==> src/rtl/rv_pkg.sv <==
// rtl/rv_pkg.sv - shared RV32 decode constants: immediate select encoding, opcodes, NOP
// Shared by if_fetch_queue (predecode) and imm_gen (immediate expansion) so the
// select code produced in fetch is consumed unchanged downstream.
package rv_pkg;

  typedef enum logic [2:0] {
    IMM_I       = 3'b000,
    IMM_S       = 3'b001,
    IMM_B       = 3'b010,
    IMM_J       = 3'b011,
    IMM_U_LUI   = 3'b100,
    IMM_U_AUIPC = 3'b101,
    IMM_NONE    = 3'b111
  } imm_sel_e;

  localparam logic [6:0] OPC_OP_IMM = 7'b0010011;
  localparam logic [6:0] OPC_LOAD   = 7'b0000011;
  localparam logic [6:0] OPC_JALR   = 7'b1100111;
  localparam logic [6:0] OPC_STORE  = 7'b0100011;
  localparam logic [6:0] OPC_BRANCH = 7'b1100011;
  localparam logic [6:0] OPC_JAL    = 7'b1101111;
  localparam logic [6:0] OPC_LUI    = 7'b0110111;
  localparam logic [6:0] OPC_AUIPC  = 7'b0010111;

  // addi x0, x0, 0
  localparam logic [31:0] NOP_INST = 32'h0000_0013;

endpackage

==> src/rtl/if_fifo.sv <==
// rtl/if_fifo.sv - parameterised synchronous FIFO with push/pop/flush and occupancy count
// Ports:
//   i_clk, i_rst_n         clock, asynchronous active-low reset
//   i_push, i_push_data    write one entry at the tail
//   i_pop                  retire the head entry
//   i_flush                empty the FIFO; overrides push and pop in the same cycle
//   o_head_data            current head entry (stale when o_count == 0)
//   o_count                number of valid entries, 0..DEPTH
// DEPTH must be a power of two so the pointers wrap by natural overflow.
// The owner guarantees no push when full and no pop when empty.
module if_fifo #(
  parameter int DEPTH = 2,
  parameter int WIDTH = 64
) (
  input  logic                   i_clk,
  input  logic                   i_rst_n,
  input  logic                   i_push,
  input  logic [WIDTH-1:0]       i_push_data,
  input  logic                   i_pop,
  input  logic                   i_flush,
  output logic [WIDTH-1:0]       o_head_data,
  output logic [$clog2(DEPTH):0] o_count
);

  localparam int PTR_W = $clog2(DEPTH);
  localparam int CNT_W = PTR_W + 1;

  logic [WIDTH-1:0] mem_q [DEPTH];
  logic [WIDTH-1:0] mem_d [DEPTH];
  logic [PTR_W-1:0] wptr_q, wptr_d;
  logic [PTR_W-1:0] rptr_q, rptr_d;
  logic [CNT_W-1:0] count_q, count_d;

  always_comb begin
    mem_d   = mem_q;
    wptr_d  = wptr_q;
    rptr_d  = rptr_q;
    count_d = count_q;
    if (i_flush) begin
      wptr_d  = '0;
      rptr_d  = '0;
      count_d = '0;
    end else begin
      if (i_push) begin
        mem_d[wptr_q] = i_push_data;
        wptr_d        = wptr_q + PTR_W'(1);
      end
      if (i_pop) begin
        rptr_d = rptr_q + PTR_W'(1);
      end
      count_d = count_q + CNT_W'(i_push) - CNT_W'(i_pop);
    end
  end

  always_ff @(posedge i_clk or negedge i_rst_n) begin
    if (!i_rst_n) begin
      for (int i = 0; i < DEPTH; i++) begin
        mem_q[i] <= '0;
      end
      wptr_q  <= '0;
      rptr_q  <= '0;
      count_q <= '0;
    end else begin
      mem_q   <= mem_d;
      wptr_q  <= wptr_d;
      rptr_q  <= rptr_d;
      count_q <= count_d;
    end
  end

  assign o_head_data = mem_q[rptr_q];
  assign o_count     = count_q;

endmodule

==> src/rtl/if_fetch_queue.sv <==
// rtl/if_fetch_queue.sv - instruction fetch stage: PC, in-order imem requests, buffered predecoded output
// Ports:
//   i_clk, i_rst_n                  clock, asynchronous active-low reset
//   o_imem_req/o_imem_addr          fetch request and word-aligned address
//   i_imem_gnt                      request accepted this cycle
//   i_imem_rvalid/i_imem_rdata      in-order response, earliest the cycle after grant
//   i_redirect_valid/i_redirect_pc  single-cycle redirect (branch/jump/trap)
//   o_inst_valid/i_inst_ready       decode handshake on the buffer head
//   o_inst/o_pc/o_imm_sel           head instruction, its PC, predecoded imm select
//   o_misalign                      only with IF_MISALIGN_EXC_EN: halted on a misaligned target
// Build option IF_MISALIGN_EXC_EN: a misaligned redirect target halts fetch and
// presents a NOP at the raw target with o_misalign set until the next aligned
// redirect. Without it the low two target bits are silently cleared.
module if_fetch_queue
  import rv_pkg::*;
#(
  parameter logic [31:0] RESET_PC   = 32'h0000_0000,
  parameter int          FIFO_DEPTH = 2
) (
  input  logic        i_clk,
  input  logic        i_rst_n,
  output logic        o_imem_req,
  output logic [31:0] o_imem_addr,
  input  logic        i_imem_gnt,
  input  logic        i_imem_rvalid,
  input  logic [31:0] i_imem_rdata,
  input  logic        i_redirect_valid,
  input  logic [31:0] i_redirect_pc,
  output logic        o_inst_valid,
  input  logic        i_inst_ready,
  output logic [31:0] o_inst,
  output logic [31:0] o_pc,
  output logic [2:0]  o_imm_sel
`ifdef IF_MISALIGN_EXC_EN
  ,
  output logic        o_misalign
`endif
);

  localparam int CNT_W = $clog2(FIFO_DEPTH) + 1;
  // Total in flight is live plus dropped requests; several redirects with a
  // slow memory can stack dropped ones beyond FIFO_DEPTH, hence the headroom.
  localparam int OUT_W = 8;

  logic [31:0]      pc_q, pc_d;
  logic [31:0]      resp_pc_q, resp_pc_d;
  logic [OUT_W-1:0] outstanding_q, outstanding_d;
  logic [OUT_W-1:0] drop_cnt_q, drop_cnt_d;
  logic [OUT_W-1:0] live_cnt;
  logic [CNT_W-1:0] fifo_count;
  logic [63:0]      fifo_head;
  logic [31:0]      head_pc, head_inst;
  logic [31:0]      redirect_pc_al;
  logic             grant, fifo_push, fifo_pop, halt;
  imm_sel_e         head_sel;

  assign redirect_pc_al = {i_redirect_pc[31:2], 2'b00};
  assign live_cnt       = outstanding_q - drop_cnt_q;

  // Each live request and each buffered word owns one FIFO slot, so a response
  // can always be pushed. Gated by reset so the request is low during reset.
  assign o_imem_req  = i_rst_n && !i_redirect_valid && !halt &&
                       ((live_cnt + OUT_W'(fifo_count)) < OUT_W'(FIFO_DEPTH));
  assign o_imem_addr = pc_q;
  assign grant       = o_imem_req && i_imem_gnt;
  assign fifo_push   = i_imem_rvalid && (drop_cnt_q == '0) && !i_redirect_valid;
  assign fifo_pop    = (fifo_count != '0) && i_inst_ready && !i_redirect_valid;

  always_comb begin
    pc_d          = pc_q;
    resp_pc_d     = resp_pc_q;
    drop_cnt_d    = drop_cnt_q;
    outstanding_d = outstanding_q + OUT_W'(grant) - OUT_W'(i_imem_rvalid);
    if (i_redirect_valid) begin
      pc_d       = redirect_pc_al;
      resp_pc_d  = redirect_pc_al;
      // Everything still in flight after this cycle belongs to the old path.
      drop_cnt_d = outstanding_q - OUT_W'(i_imem_rvalid);
    end else begin
      if (grant) begin
        pc_d = pc_q + 32'd4;
      end
      if (i_imem_rvalid) begin
        if (drop_cnt_q != '0) begin
          drop_cnt_d = drop_cnt_q - OUT_W'(1);
        end else begin
          resp_pc_d = resp_pc_q + 32'd4;
        end
      end
    end
  end

  always_ff @(posedge i_clk or negedge i_rst_n) begin
    if (!i_rst_n) begin
      pc_q          <= RESET_PC;
      resp_pc_q     <= RESET_PC;
      outstanding_q <= '0;
      drop_cnt_q    <= '0;
    end else begin
      pc_q          <= pc_d;
      resp_pc_q     <= resp_pc_d;
      outstanding_q <= outstanding_d;
      drop_cnt_q    <= drop_cnt_d;
    end
  end

`ifdef IF_MISALIGN_EXC_EN
  logic        halt_q, halt_d;
  logic [31:0] halt_pc_q, halt_pc_d;

  always_comb begin
    halt_d    = halt_q;
    halt_pc_d = halt_pc_q;
    if (i_redirect_valid) begin
      halt_d    = (i_redirect_pc[1:0] != 2'b00);
      halt_pc_d = i_redirect_pc;
    end
  end

  always_ff @(posedge i_clk or negedge i_rst_n) begin
    if (!i_rst_n) begin
      halt_q    <= 1'b0;
      halt_pc_q <= '0;
    end else begin
      halt_q    <= halt_d;
      halt_pc_q <= halt_pc_d;
    end
  end

  assign halt       = halt_q;
  assign o_misalign = halt_q;
`else
  logic unused_redirect_lsbs;
  assign unused_redirect_lsbs = ^i_redirect_pc[1:0];
  assign halt                 = 1'b0;
`endif

  if_fifo #(
    .DEPTH(FIFO_DEPTH),
    .WIDTH(64)
  ) u_fifo (
    .i_clk      (i_clk),
    .i_rst_n    (i_rst_n),
    .i_push     (fifo_push),
    .i_push_data({resp_pc_q, i_imem_rdata}),
    .i_pop      (fifo_pop),
    .i_flush    (i_redirect_valid),
    .o_head_data(fifo_head),
    .o_count    (fifo_count)
  );

  assign head_pc   = fifo_head[63:32];
  assign head_inst = fifo_head[31:0];

  always_comb begin
    head_sel = IMM_NONE;
    case (head_inst[6:0])
      OPC_OP_IMM, OPC_LOAD, OPC_JALR: head_sel = IMM_I;
      OPC_STORE:                      head_sel = IMM_S;
      OPC_BRANCH:                     head_sel = IMM_B;
      OPC_JAL:                        head_sel = IMM_J;
      OPC_LUI:                        head_sel = IMM_U_LUI;
      OPC_AUIPC:                      head_sel = IMM_U_AUIPC;
      default:                        head_sel = IMM_NONE;
    endcase
  end

  // Outputs read as zero / IMM_NONE whenever the buffer is empty, which also
  // gives the required reset values.
  always_comb begin
    o_inst_valid = (fifo_count != '0);
    o_pc         = o_inst_valid ? head_pc : 32'h0;
    o_inst       = o_inst_valid ? head_inst : 32'h0;
    o_imm_sel    = o_inst_valid ? head_sel : IMM_NONE;
`ifdef IF_MISALIGN_EXC_EN
    if (halt_q) begin
      o_inst_valid = 1'b1;
      o_pc         = halt_pc_q;
      o_inst       = NOP_INST;
      o_imm_sel    = IMM_I;
    end
`endif
  end

endmodule

==> config.mk <==
export PLATFORM = sky130hd
export DESIGN_NAME = if_fetch_queue
export DESIGN_NICKNAME = d
export VERILOG_FILES = /design/src/rtl/rv_pkg.sv /design/src/rtl/if_fifo.sv /design/src/rtl/if_fetch_queue.sv
export SDC_FILE = /design/constraint.sdc
export NUM_CORES = 1
export LEC_CHECK = 0
export CAP_MARGIN = 30
export CORE_MARGIN = 2
export CORE_UTILIZATION = 25
export DETAILED_ROUTE_END_ITERATION = 6
export GPL_TIMING_DRIVEN = 0
export PLACE_DENSITY = 0.48
export SLEW_MARGIN = 20
export SYNTH_ARGS = -nofsm -noshare
export SYNTH_HDL_FRONTEND = slang
export SYNTH_SLANG_ARGS = --single-unit
==> constraint.sdc <==
create_clock -name i_clk -period 6.9 [get_ports i_clk]
set_input_delay 2.07 -clock i_clk [delete_from_list [all_inputs] [get_ports i_clk]]
set_output_delay 2.07 -clock i_clk [all_outputs]
set_load 0.02 [all_outputs]
==> impl_metrics.prom, run 1 <==
# TYPE chip_impl_metric gauge
chip_impl_metric{name="detail_route.iter0.violations",unit=""} 377
chip_impl_info{name="crit_type",value="primary input to primary output"} 1
chip_impl_metric{name="synth.distinct_cells",unit=""} 56
chip_impl_metric{name="globalRouteTotalUtil",unit=""} 0.144
chip_impl_metric{name="synth-seq-area-share",unit=""} 0.473
chip_impl_metric{name="gr-usage-met1",unit=""} 0.204
chip_impl_metric{name="power.switching_fraction",unit=""} 0.332
chip_impl_metric{name="simple_gate_share_of_the_synthesized_area",unit=""} 0.121
chip_impl_metric{name="source_to_sink_clock_delay_at_the_later_pin_of_the_worst_skew_pair",unit="ps"} 550
chip_impl_metric{name="initial_utilization",unit=""} 0.252
chip_impl_metric{name="clock_power_share",unit=""} 0.340
chip_impl_info{name="cp_slowest_cell",value="sky130_fd_sc_hd__clkdlybuf4s50_1"} 1
chip_impl_metric{name="dieArea",unit="mm2"} 0.0448
chip_impl_metric{name="pin_count_of_the_biggest_net_entering_global_routing",unit=""} 95
chip_impl_metric{name="use_met3",unit=""} 0.0205
chip_impl_info{name="cp_endpoint_kind",value="primary output"} 1
chip_impl_metric{name="power.combinational.fraction",unit=""} 0.294
chip_impl_metric{name="avgSynthCellArea",unit="um2"} 10.9
chip_impl_metric{name="grt_pass1_vias",unit=""} 8288
chip_impl_metric{name="design.portCount",unit=""} 171
chip_impl_metric{name="maximum_buffer_depth_of_the_clock_tree",unit=""} 3
chip_impl_metric{name="drc",unit=""} 0
chip_impl_info{name="crit_path_start_kind",value="primary input"} 1
chip_impl_metric{name="post_synth_instance_area",unit="mm2"} 0.0108
chip_impl_metric{name="fp.coreArea",unit="mm2"} 0.0428
chip_impl_metric{name="ir_worst_vdd",unit="mV"} 0.182
chip_impl_metric{name="drt_wl_total",unit="mm"} 32.3
chip_impl_metric{name="final_wtd_congestion",unit=""} 0.807
chip_impl_metric{name="initial_antenna_violation_count",unit=""} 0
chip_impl_metric{name="switchingPower",unit="mW"} 1.36
chip_impl_metric{name="cts_inserted_buffers",unit=""} 26
chip_impl_metric{name="power.internal",unit="mW"} 2.72
chip_impl_metric{name="post_layout_nonfiller_instances",unit=""} 1752
chip_impl_metric{name="cts-hold-fix-buffers",unit=""} 0
chip_impl_metric{name="num-fill-cells",unit=""} 4421
chip_impl_metric{name="report.final.setup_viol",unit=""} 0
chip_impl_info{name="synth_top_family_by_area",value="multiplexers"} 1
chip_impl_metric{name="synth_top_area_share",unit=""} 0.473
chip_impl_info{name="cts-root-buf",value="sky130_fd_sc_hd__clkbuf_16"} 1
chip_impl_metric{name="critPathArrivalTime",unit="ps"} 4470
chip_impl_metric{name="post-route-min-period",unit="ps"} 6540
chip_impl_metric{name="share_of_post_route_cells_with_drive_strength_above_1",unit=""} 0.169
chip_impl_info{name="min_path_type",value="flip-flop to flip-flop"} 1
chip_impl_info{name="most_area_consuming_cells_after_synthesis",value="sky130_fd_sc_hd__dfrtp_1 47%, sky130_fd_sc_hd__mux2_2 14%, sky130_fd_sc_hd__mux2i_1 6.2%, sky130_fd_sc_hd__nor2_1 3.8%, sky130_fd_sc_hd__ha_1 3.7%"} 1
chip_impl_metric{name="critical_path_required",unit="ps"} 4830
chip_impl_info{name="run_status",value="finished clean"} 1
chip_impl_metric{name="synth_seq_cells",unit=""} 204
chip_impl_metric{name="layout_overhead_on_the_synthesized_area",unit="%"} 30.7
chip_impl_metric{name="die_height",unit="um"} 212
chip_impl_metric{name="cts-resized-gates",unit=""} 0
chip_impl_metric{name="drt_first_pass_iters",unit=""} 4
chip_impl_info{name="tritoncts_clock_tree",value="built"} 1
chip_impl_metric{name="final.hold.worst_slack",unit="ps"} 486
chip_impl_metric{name="number_of_buffers_inserted_to_repair_setup_after_cts",unit=""} 0
chip_impl_metric{name="cts_sinks",unit=""} 204
chip_impl_metric{name="port_buffers",unit=""} 163
chip_impl_info{name="yosys_most_used_dff",value="sky130_fd_sc_hd__dfrtp_1"} 1
chip_impl_metric{name="worst_slew_margin",unit=""} 0.395
chip_impl_metric{name="min_period_over_period",unit=""} 0.948
chip_impl_metric{name="ys_async_sr_fraction",unit=""} 1.00
chip_impl_metric{name="grt_pass1_wl",unit="mm"} 49.4
chip_impl_metric{name="cts.htree.levels",unit=""} 1
chip_impl_metric{name="route.antenna.remaining_nets",unit=""} 0
chip_impl_metric{name="critPathMaxFanout",unit=""} 46
chip_impl_metric{name="critical-path-max-stage-delay",unit="ps"} 630
chip_impl_metric{name="p_leak",unit="nW"} 5.92
chip_impl_metric{name="post-place-cells",unit=""} 1703
chip_impl_metric{name="detailed_place_hpwl",unit="mm"} 23.8
chip_impl_metric{name="vias_per_cell",unit=""} 4.66
chip_impl_info{name="final_common_cell",value="sky130_fd_sc_hd__dfrtp_1"} 1
chip_impl_metric{name="route.detailed.wl_per_inst",unit="um"} 18.4
chip_impl_metric{name="die_w",unit="um"} 212
chip_impl_metric{name="synth.area.mux_share",unit=""} 0.199
chip_impl_metric{name="sequentialPowerShare",unit=""} 0.366
chip_impl_metric{name="clk_pin_slew_worst_paths",unit="ps"} 50
chip_impl_metric{name="synth-compound-area-share",unit=""} 0.0776
chip_impl_metric{name="report.final.hold_viol_count",unit=""} 0
chip_impl_metric{name="maxSlewViolCount",unit=""} 0
chip_impl_metric{name="yosys.area_share.xor_xnor",unit=""} 0.0511
chip_impl_metric{name="n_antenna_cell",unit=""} 0
chip_impl_metric{name="row_count",unit=""} 76
chip_impl_info{name="final_cell_mix",value="204 x sky130_fd_sc_hd__dfrtp_1, 162 x sky130_fd_sc_hd__clkdlybuf4s50_1, 131 x sky130_fd_sc_hd__mux2_2"} 1
chip_impl_info{name="synth_top_cell_by_area",value="sky130_fd_sc_hd__dfrtp_1"} 1
chip_impl_metric{name="ys.warnings.count",unit=""} 0
chip_impl_metric{name="max_cap_viol_count",unit=""} 0
chip_impl_info{name="path_cells",value="buf_8 -> buf_16 -> nand4_1 -> a2111oi_4 -> nand3_2 -> clkbuf_1 -> inv_1 -> clkdlybuf4s50_1"} 1
chip_impl_metric{name="synth_fa_ha_area_frac",unit=""} 0.0427
chip_impl_metric{name="met2_usage",unit=""} 0.227
chip_impl_metric{name="synth_enable_flop_cells",unit=""} 0
chip_impl_metric{name="vias",unit=""} 8166
chip_impl_metric{name="finalClockSkew",unit="ps"} 29.7
chip_impl_metric{name="fin_total_pwr",unit="mW"} 4.08
chip_impl_metric{name="achievable-frequency",unit="MHz"} 153
chip_impl_metric{name="final_net_count",unit=""} 1291
chip_impl_metric{name="gr-total-overflow",unit=""} 0
chip_impl_metric{name="max_slew.worst_pin.slew",unit="ps"} 901
chip_impl_info{name="rsz0062_at_grt",value="no"} 1
chip_impl_metric{name="netlist_instances",unit=""} 987
chip_impl_metric{name="p_per_area",unit="mW/mm2"} 289
chip_impl_info{name="globalRoute.busiestLayer",value="met2"} 1
## synthesized netlist by cell type, types with 4 or more instances
cell type	n
sky130_fd_sc_hd__or3_1	4
sky130_fd_sc_hd__nand3_1	35
sky130_fd_sc_hd__and3_1	12
sky130_fd_sc_hd__xor2_1	31
sky130_fd_sc_hd__nand2_1	43
sky130_fd_sc_hd__inv_1	44
sky130_fd_sc_hd__o31a_1	19
sky130_fd_sc_hd__clkbuf_1	30
sky130_fd_sc_hd__ha_1	32
sky130_fd_sc_hd__mux2_2	131
sky130_fd_sc_hd__a21boi_0	12
sky130_fd_sc_hd__a31oi_1	6
sky130_fd_sc_hd__a21oi_1	23
sky130_fd_sc_hd__buf_2	7
sky130_fd_sc_hd__nor3_1	9
sky130_fd_sc_hd__a211oi_1	7
sky130_fd_sc_hd__dfrtp_1	204
sky130_fd_sc_hd__buf_4	4
sky130_fd_sc_hd__nor2_1	109
sky130_fd_sc_hd__o21bai_1	5
sky130_fd_sc_hd__buf_1	7
sky130_fd_sc_hd__nand2b_1	14
sky130_fd_sc_hd__xnor2_1	32
sky130_fd_sc_hd__nand4_1	16
sky130_fd_sc_hd__o21ai_0	20
sky130_fd_sc_hd__nor4_1	16
sky130_fd_sc_hd__mux2i_1	67
## registers in the layout (all words and copies together) (netlist names)
register and flops:
u_fifo.wptr_q 1, u_fifo.o_count 2, u_fifo.rptr_q 1, resp_pc_q 30, o_imem_addr 30, outstanding_q 8
drop_cnt_q 8, u_fifo.mem_q 124
## through the flow
step	worst slack, ps	util	instance area, um2	setup TNS (ps)
finish	360	0.330	14100	0
global route	171	0.330	14100	0
floorplan	1550	-	10800	0
CTS	157	0.329	14100	0
detailed placement	161	0.308	13200	0
global placement	-8110	0.307	13100	-1372050
## layer usage
layer / part of all wire / wire length, um / vias to the layer above
met4: 0.021 / 663 / 0
met1: 0.49 / 15700 / 4047
met5: 0 / 0 / -
met3: 0.046 / 1480 / 42
li1: - / - / 3880
met2: 0.45 / 14400 / 197
## worst paths after layout
check                                              from                           end  slack (ps)  cells past startpoint
max                                             i_rst_n                    o_imem_req         360                      8
min                        u_fifo.mem_q[53]$_DFFE_PN0P_  u_fifo.mem_q[53]$_DFFE_PN0P_         490                      2
max reg2reg                  outstanding_q[1]$_DFF_PN0_    outstanding_q[6]$_DFF_PN0_        1980                     20
min reg2reg                u_fifo.mem_q[53]$_DFFE_PN0P_  u_fifo.mem_q[53]$_DFFE_PN0P_         490                      2
max in group asynchronous                       i_rst_n   u_fifo.mem_q[6]$_DFFE_PN0P_        4490                      3
min in group asynchronous                       i_rst_n   o_imem_addr[11]$_DFFE_PN0N_        1360                      1
## power by group through the flow
stage	Combinational (mW)	Sequential, mW	Clock (mW)
global route	1.35	1.52	1.49
detailed placement	1.19	1.51	0
CTS	1.21	1.49	1.44
global placement	1.19	1.51	0
finish	1.20	1.49	1.39
floorplan	0.873	1.49	0
## worst max-delay path: cells and delay by family
| kind | cells | cell delay (ps) |
|---|---|---|
| AO/OA/AOI/OAI | 1 | 420 |
| AND/OR/NAND/NOR | 2 | 350 |
| buffers and inverters | 5 | 1600 |
## final cells by class
cell class / instances / area, um2 / area share
plain buffers: 49 / 215 / 0.0153
clock buffers: 36 / 748 / 0.0530
clock inverters: 12 / 134 / 0.00949
inverters: 44 / 165 / 0.0117
multi-input cells: 693 / 5320 / 0.377
flip-flops and latches: 204 / 5100 / 0.362
well taps: 546 / 683 / 0.0484
repair buffers: 168 / 1740 / 0.123
## cell families (layout without fill, tap and decap cells)
kind of cell | after synthesis | count (layout)
AOI/OAI and AO/OA | 118 | 118
xor gates and xnor gates | 63 | 63
adders and majority gates | 35 | 35
buffers and inverters | 93 | 309
DFF | 204 | 204
muxes | 198 | 198
other | 1 | 4
and+or+nand+nor | 275 | 275
Note: power is estimated with default switching activity, not from simulation.
==> run 2: changes to the inputs <==
Settings changed: CTS_BUF_LIST set to sky130_fd_sc_hd__clkbuf_8, CTS_CLUSTER_DIAMETER set to 200.
Clock period 6.9 ns to 6.94 ns, I/O delays scaled along.
==> impl_metrics.prom, run 2 (synthesized netlist as in run 1, its figures left out) <==
# TYPE chip_impl_metric gauge
chip_impl_info{name="endpoint",value="o_imem_req"} 1
chip_impl_metric{name="drt_wl_total",unit="mm"} 32.6
chip_impl_info{name="path_cells",value="buf_8 -> buf_16 -> nand4_1 -> a2111oi_4 -> nand3_2 -> clkbuf_1 -> inv_1 -> clkdlybuf4s50_1"} 1
chip_impl_metric{name="cts.htree.levels",unit=""} 2
chip_impl_info{name="largest-register",value="u_fifo.mem_q"} 1
chip_impl_metric{name="source_to_sink_clock_delay_at_the_later_pin_of_the_worst_skew_pair",unit="ps"} 590
chip_impl_metric{name="critical_path_required",unit="ps"} 4860
chip_impl_metric{name="row_count",unit=""} 76
chip_impl_info{name="tritoncts_clock_tree",value="built"} 1
chip_impl_metric{name="ir_worst_vdd",unit="mV"} 0.138
chip_impl_metric{name="report.final.hold_viol_count",unit=""} 0
chip_impl_metric{name="path_depth_of_the_worst_reg2reg_path",unit=""} 20
chip_impl_metric{name="cts_inserted_buffers",unit=""} 41
chip_impl_metric{name="drt_first_pass_iters",unit=""} 4
chip_impl_metric{name="route.detailed.wl_per_inst",unit="um"} 18.3
chip_impl_metric{name="achievable-frequency",unit="MHz"} 152
chip_impl_metric{name="fp.coreArea",unit="mm2"} 0.0428
chip_impl_metric{name="grt_pass1_wl",unit="mm"} 49.5
chip_impl_metric{name="multi_input_area",unit="mm2"} 0.00532
chip_impl_metric{name="worstHoldPathCells",unit=""} 2
chip_impl_metric{name="p_leak",unit="nW"} 5.98
chip_impl_info{name="cts-root-buf",value="sky130_fd_sc_hd__clkbuf_8"} 1
chip_impl_metric{name="min_period_over_period",unit=""} 0.945
chip_impl_metric{name="detail_route.iter0.violations",unit=""} 390
chip_impl_metric{name="p_per_area",unit="mW/mm2"} 281
chip_impl_metric{name="critPathMaxFanout",unit=""} 46
chip_impl_metric{name="layout_overhead_on_the_synthesized_area",unit="%"} 30.5
chip_impl_info{name="final_cell_mix",value="204 x sky130_fd_sc_hd__dfrtp_1, 162 x sky130_fd_sc_hd__clkdlybuf4s50_1, 131 x sky130_fd_sc_hd__mux2_2"} 1
chip_impl_info{name="startpoint",value="i_rst_n"} 1
chip_impl_metric{name="postLayoutCoreUtil",unit=""} 0.329
chip_impl_metric{name="critical-path-max-stage-delay",unit="ps"} 630
chip_impl_metric{name="route.antenna.remaining_nets",unit=""} 0
chip_impl_metric{name="gr-total-overflow",unit=""} 0
chip_impl_metric{name="worst-r2r-setup-slack",unit="ps"} 2020
chip_impl_metric{name="num-fill-cells",unit=""} 4426
chip_impl_metric{name="met2_usage",unit=""} 0.227
chip_impl_info{name="rsz0062_at_grt",value="no"} 1
chip_impl_metric{name="critPathArrivalTime",unit="ps"} 4480
chip_impl_metric{name="drc",unit=""} 0
chip_impl_metric{name="use_met3",unit=""} 0.0263
chip_impl_info{name="run_status",value="finished clean"} 1
chip_impl_metric{name="grt_pass1_vias",unit=""} 8440
chip_impl_metric{name="final_wtd_congestion",unit=""} 0.807
chip_impl_metric{name="max_cap_viol_count",unit=""} 0
chip_impl_metric{name="vias",unit=""} 8248
chip_impl_metric{name="cts_sinks",unit=""} 204
chip_impl_metric{name="max_slew.worst_pin.slew",unit="ps"} 868
chip_impl_metric{name="pin_count_of_the_biggest_net_entering_global_routing",unit=""} 95
chip_impl_metric{name="post-route-min-period",unit="ps"} 6560
chip_impl_metric{name="globalRouteTotalUtil",unit=""} 0.146
chip_impl_metric{name="initial_utilization",unit=""} 0.252
chip_impl_metric{name="die_height",unit="um"} 212
chip_impl_metric{name="maximum_buffer_depth_of_the_clock_tree",unit=""} 3
chip_impl_info{name="cp_slowest_cell",value="sky130_fd_sc_hd__clkdlybuf4s50_1"} 1
chip_impl_metric{name="fin_total_pwr",unit="mW"} 3.96
chip_impl_metric{name="worst_slew_margin",unit=""} 0.422
chip_impl_metric{name="vias_per_cell",unit=""} 4.64
chip_impl_metric{name="share_of_post_route_cells_with_drive_strength_above_1",unit=""} 0.180
chip_impl_metric{name="final_net_count",unit=""} 1306
chip_impl_metric{name="largest_register_ff_count",unit=""} 124
chip_impl_metric{name="ff_latch_area",unit="mm2"} 0.00510
chip_impl_info{name="min_path_type",value="flip-flop to flip-flop"} 1
chip_impl_metric{name="report.final.setup_viol",unit=""} 0
chip_impl_info{name="reg2reg_to",value="outstanding_q[6]$_DFF_PN0_"} 1
chip_impl_info{name="final_common_cell",value="sky130_fd_sc_hd__dfrtp_1"} 1
chip_impl_metric{name="initial_antenna_violation_count",unit=""} 0
chip_impl_metric{name="gr-usage-met1",unit=""} 0.201
chip_impl_metric{name="die_w",unit="um"} 212
chip_impl_metric{name="detailed_place_hpwl",unit="mm"} 23.8
chip_impl_info{name="crit_path_start_kind",value="primary input"} 1
chip_impl_info{name="worstReg2RegStart",value="outstanding_q[1]$_DFF_PN0_"} 1
chip_impl_metric{name="design.portCount",unit=""} 171
chip_impl_metric{name="maxSlewViolCount",unit=""} 0
chip_impl_metric{name="finalClockSkew",unit="ps"} 19.8
chip_impl_metric{name="port_buffers",unit=""} 163
chip_impl_info{name="crit_type",value="primary input to primary output"} 1
chip_impl_info{name="globalRoute.busiestLayer",value="met2"} 1
chip_impl_info{name="cp_endpoint_kind",value="primary output"} 1
chip_impl_metric{name="dieArea",unit="mm2"} 0.0448
chip_impl_metric{name="clk_pin_slew_worst_paths",unit="ps"} 50
==> run 2: worst min-delay path by stage <==
stage	start	end	slack [ps]
6_report	u_fifo.mem_q[53]$_DFFE_PN0P_	u_fifo.mem_q[53]$_DFFE_PN0P_	480
5_1_grt	u_fifo.mem_q[76]$_DFFE_PN0P_	u_fifo.mem_q[76]$_DFFE_PN0P_	510
4_1_cts	u_fifo.mem_q[53]$_DFFE_PN0P_	u_fifo.mem_q[53]$_DFFE_PN0P_	490
3_5_place_dp	u_fifo.mem_q[53]$_DFFE_PN0P_	u_fifo.mem_q[53]$_DFFE_PN0P_	480
3_3_place_gp	u_fifo.mem_q[53]$_DFFE_PN0P_	u_fifo.mem_q[53]$_DFFE_PN0P_	470
2_1_floorplan	u_fifo.mem_q[53]$_DFFE_PN0P_	u_fifo.mem_q[53]$_DFFE_PN0P_	450
==> run 2: layer usage <==
| metal | vias up | share of wire | routed length [um] |
|---|---|---|---|
| met5 | - | 0 | 0 |
| met4 | 0 | 0.026 | 851 |
| met3 | 48 | 0.047 | 1550 |
| met2 | 223 | 0.45 | 14600 |
| met1 | 4067 | 0.48 | 15600 |
| li1 | 3910 | - | - |
==> run 2: layout make-up <==
| type | count | share of cell area |
|---|---|---|
| Multi-Input combinational cell | 693 | 0.378 |
| Buffer | 49 | 0.0153 |
| Clock inverter | 22 | 0.00986 |
| Inverter | 44 | 0.0117 |
| Tap cell | 546 | 0.0485 |
| Clock buffer | 52 | 0.0508 |
| Timing Repair Buffer | 168 | 0.123 |
| Antenna cell | 1 | 0.000178 |
| Sequential cell | 204 | 0.363 |
==> run 2: where the power goes <==
| part | switching [mW] | total, mW | leakage (nW) | internal (mW) |
|---|---|---|---|---|
| sequential | 0.146 | 1.49 | 2.66 | 1.34 |
| combinational | 0.652 | 1.19 | 2.83 | 0.541 |
| clock | 0.564 | 1.28 | 0.494 | 0.718 |
==> run 2: worst max-delay path, delay by kind of cell <==
kind	cells	cell delay [ps]
buffers and inverters	5	1590
and+or+nand+nor	2	340
AOI/OAI and AO/OA	1	420
==> run 2: through the flow <==
stage          setup WS, ps  cells   TNS, ps  cell area [um2]  hold WS [ps]
2_1_floorplan          1570    990         0            10800           450
3_3_place_gp          -8090   1699  -1365260            13100           472
3_5_place_dp            177   1703         0            13200           481
4_1_cts                 173   1777         0            14100           493
5_1_grt                 188   1778         0            14100           510
6_report                378   1779         0            14100           483
==> run 2: repair_timing <==
| action | in CTS | in global routing |
|---|---|---|
| hold buffers | 0 | 0 |
| setup buffers | 0 | 0 |
| gates resized for setup | 0 | 0 |
| setup endpoints to repair | 0 | 1 |
==> run 3: changes to the inputs <==
Settings changed: CTS_BUF_LIST sky130_fd_sc_hd__clkbuf_8 to unset, CTS_CLUSTER_DIAMETER 200 to unset, RECOVER_POWER set to 25.
==> impl_metrics.prom, run 3 (synthesized netlist as in run 1, its figures left out) <==
# TYPE chip_impl_metric gauge
chip_impl_info{name="run_status",value="finished, violations left"} 1
chip_impl_info{name="violations",value="max-capacitance violations, max-slew violations"} 1
chip_impl_info{name="rsz0062_at_grt",value="no"} 1
chip_impl_metric{name="detail_route.iter0.violations",unit=""} 383
chip_impl_info{name="routed.top_layer",value="met4"} 1
chip_impl_metric{name="port_buffers",unit=""} 163
chip_impl_metric{name="dieArea",unit="mm2"} 0.0448
chip_impl_metric{name="gr-total-overflow",unit=""} 0
chip_impl_metric{name="fp.coreArea",unit="mm2"} 0.0428
chip_impl_metric{name="maximum_buffer_depth_of_the_clock_tree",unit=""} 3
chip_impl_info{name="crit_type",value="primary input to primary output"} 1
chip_impl_metric{name="initial_antenna_violation_count",unit=""} 0
chip_impl_metric{name="cts_sinks",unit=""} 204
chip_impl_metric{name="design.portCount",unit=""} 171
chip_impl_metric{name="critPathArrivalTime",unit="ps"} 4460
chip_impl_metric{name="die_height",unit="um"} 212
chip_impl_metric{name="routedLengthMet1",unit="mm"} 15.7
chip_impl_metric{name="fin_total_pwr",unit="mW"} 4.05
chip_impl_info{name="min_path_type",value="flip-flop to flip-flop"} 1
chip_impl_metric{name="critical_path_required",unit="ps"} 4860
chip_impl_metric{name="cts-hold-fix-buffers",unit=""} 0
chip_impl_metric{name="num-fill-cells",unit=""} 4425
chip_impl_metric{name="crit_buf_inv",unit=""} 5
chip_impl_metric{name="cts.htree.levels",unit=""} 1
chip_impl_metric{name="layout_overhead_on_the_synthesized_area",unit="%"} 30.3
chip_impl_metric{name="multi_input_area",unit="mm2"} 0.00532
chip_impl_metric{name="post_layout_nonfiller_instances",unit=""} 1752
chip_impl_info{name="largest-register",value="u_fifo.mem_q"} 1
chip_impl_metric{name="share_of_post_route_cells_with_drive_strength_above_1",unit=""} 0.168
chip_impl_metric{name="post-route-min-period",unit="ps"} 6540
chip_impl_metric{name="max_slew.worst_pin.slew",unit="ps"} 2600
chip_impl_metric{name="pin_count_of_the_biggest_net_entering_global_routing",unit=""} 95
chip_impl_metric{name="initial_utilization",unit=""} 0.252
chip_impl_metric{name="detailed_place_hpwl",unit="mm"} 23.8
chip_impl_metric{name="drt_wl_total",unit="mm"} 32.3
chip_impl_metric{name="p_per_area",unit="mW/mm2"} 288
chip_impl_metric{name="cts-resized-gates",unit=""} 0
chip_impl_metric{name="min_period_over_period",unit=""} 0.943
chip_impl_metric{name="report.final.setup_viol",unit=""} 0
chip_impl_metric{name="route.detailed.wl_per_inst",unit="um"} 18.4
chip_impl_info{name="critical-path-top-delay-family",value="buffers and inverters"} 1
chip_impl_metric{name="grt_pass1_vias",unit=""} 8288
chip_impl_metric{name="worst_slew_margin",unit=""} -0.733
chip_impl_metric{name="drc",unit=""} 0
chip_impl_metric{name="n_antenna_cell",unit=""} 0
chip_impl_metric{name="drt_first_pass_iters",unit=""} 4
chip_impl_metric{name="critPathMaxFanout",unit=""} 46
chip_impl_metric{name="final_instance_area",unit="mm2"} 0.0141
chip_impl_metric{name="ff_latch_area",unit="mm2"} 0.00510
chip_impl_info{name="final_common_cell",value="sky130_fd_sc_hd__dfrtp_1"} 1
chip_impl_metric{name="vias_per_cell",unit=""} 4.66
chip_impl_info{name="final_cell_mix",value="204 x sky130_fd_sc_hd__dfrtp_1, 162 x sky130_fd_sc_hd__clkdlybuf4s50_1, 131 x sky130_fd_sc_hd__mux2_2"} 1
chip_impl_metric{name="report.final.hold_viol_count",unit=""} 0
chip_impl_metric{name="finalClockSkew",unit="ps"} 29.6
chip_impl_metric{name="cts_inserted_buffers",unit=""} 26
chip_impl_info{name="tritoncts_clock_tree",value="built"} 1
chip_impl_metric{name="met3WireLength",unit="mm"} 1.44
chip_impl_metric{name="number_of_buffers_inserted_to_repair_setup_after_cts",unit=""} 0
chip_impl_metric{name="critical-path-max-stage-delay",unit="ps"} 630
chip_impl_metric{name="ir_worst_vdd",unit="mV"} 0.181
chip_impl_metric{name="clk_pin_slew_worst_paths",unit="ps"} 50
chip_impl_metric{name="grt_pass1_wl",unit="mm"} 49.4
chip_impl_metric{name="placed_area",unit="mm2"} 0.0132
chip_impl_metric{name="globalRouteTotalUtil",unit=""} 0.144
chip_impl_info{name="cts-root-buf",value="sky130_fd_sc_hd__clkbuf_16"} 1
chip_impl_metric{name="route.antenna.remaining_nets",unit=""} 0
chip_impl_metric{name="achievable-frequency",unit="MHz"} 153
chip_impl_metric{name="largest_register_ff_count",unit=""} 124
chip_impl_metric{name="die_w",unit="um"} 212
chip_impl_info{name="cp_endpoint_kind",value="primary output"} 1
chip_impl_metric{name="max_cap_viol_count",unit=""} 2
chip_impl_info{name="cp_slowest_cell",value="sky130_fd_sc_hd__clkdlybuf4s50_1"} 1
chip_impl_metric{name="source_to_sink_clock_delay_at_the_later_pin_of_the_worst_skew_pair",unit="ps"} 550
chip_impl_metric{name="vias",unit=""} 8172
chip_impl_metric{name="row_count",unit=""} 76
chip_impl_metric{name="p_leak",unit="nW"} 5.90
chip_impl_info{name="path_cells",value="buf_8 -> buf_16 -> nand4_1 -> a2111oi_4 -> nand3_2 -> clkbuf_1 -> inv_1 -> clkdlybuf4s50_1"} 1
chip_impl_metric{name="maxSlewViolCount",unit=""} 141
chip_impl_metric{name="routed_length_on_met2",unit="mm"} 14.5
chip_impl_metric{name="final_net_count",unit=""} 1291
chip_impl_metric{name="post-place-cells",unit=""} 1703
chip_impl_info{name="crit_path_start_kind",value="primary input"} 1
chip_impl_metric{name="final_wtd_congestion",unit=""} 0.807
-- run 3: cell types whose count changed in the layout (fill, tap and decap cells not counted), moves of 2 or more --
cell,delta
sky130_fd_sc_hd__clkbuf_8,-46
sky130_fd_sc_hd__clkbuf_16,+25
sky130_fd_sc_hd__inv_1,-12
sky130_fd_sc_hd__clkbuf_1,+5
sky130_fd_sc_hd__inv_8,-3
sky130_fd_sc_hd__clkinvlp_4,+2
-- run 3: worst paths after layout --
kind | start | endpoint | slack [ps] | cells after the start
min in group asynchronous | i_rst_n | o_imem_addr[11]$_DFFE_PN0N_ | 1370 | 1
worst max register to register | outstanding_q[1]$_DFF_PN0_ | outstanding_q[6]$_DFF_PN0_ | 2010 | 20
worst min register to register | u_fifo.mem_q[53]$_DFFE_PN0P_ | u_fifo.mem_q[53]$_DFFE_PN0P_ | 490 | 2
worst min-delay path | u_fifo.mem_q[53]$_DFFE_PN0P_ | u_fifo.mem_q[53]$_DFFE_PN0P_ | 490 | 2
worst max-delay path | i_rst_n | o_imem_req | 400 | 8
max in group asynchronous | i_rst_n | u_fifo.mem_q[6]$_DFFE_PN0P_ | 2690 | 3
-- run 3: worst min-delay path, cell delays in order, from the launching register on --
cell                      delay (ps)
sky130_fd_sc_hd__dfrtp_1         340
sky130_fd_sc_hd__nand2_1          40
sky130_fd_sc_hd__o21ai_0          60
-- run 3: report_power, final --
part	internal (mW)	switching (mW)
sequential	1.34	0.146
clock	0.830	0.548
combinational	0.538	0.650
total	2.71	1.34
-- run 3: area by class of cell --
cell class / count / area share
Clock inverter: 12 / 0.00952
Clock buffer: 36 / 0.0532
Inverter: 44 / 0.0117
Tap cell: 546 / 0.0486
Sequential cell: 204 / 0.363
Timing Repair Buffer: 168 / 0.120
Buffer: 49 / 0.0153
Multi-Input combinational cell: 693 / 0.378
-- run 3: through the flow --
step                utilization  setup WS (ps)  hold WS (ps)  TNS [ps]
finish                    0.329            395           486         0
global route              0.329            205           511         0
CTS                       0.329            173           494         0
detailed placement        0.308            177           481         0
global placement          0.307          -8090           472  -1365260
floorplan                     -           1570           450         0
-- run 3: routing by layer --
| layer | GRT usage | vias to the layer above |
|---|---|---|
| li1 | - | 3870 |
| met1 | 0.204 | 4056 |
| met2 | 0.227 | 204 |
| met3 | 0.0205 | 42 |
| met4 | 0.0393 | 0 |
| met5 | 0 | - |
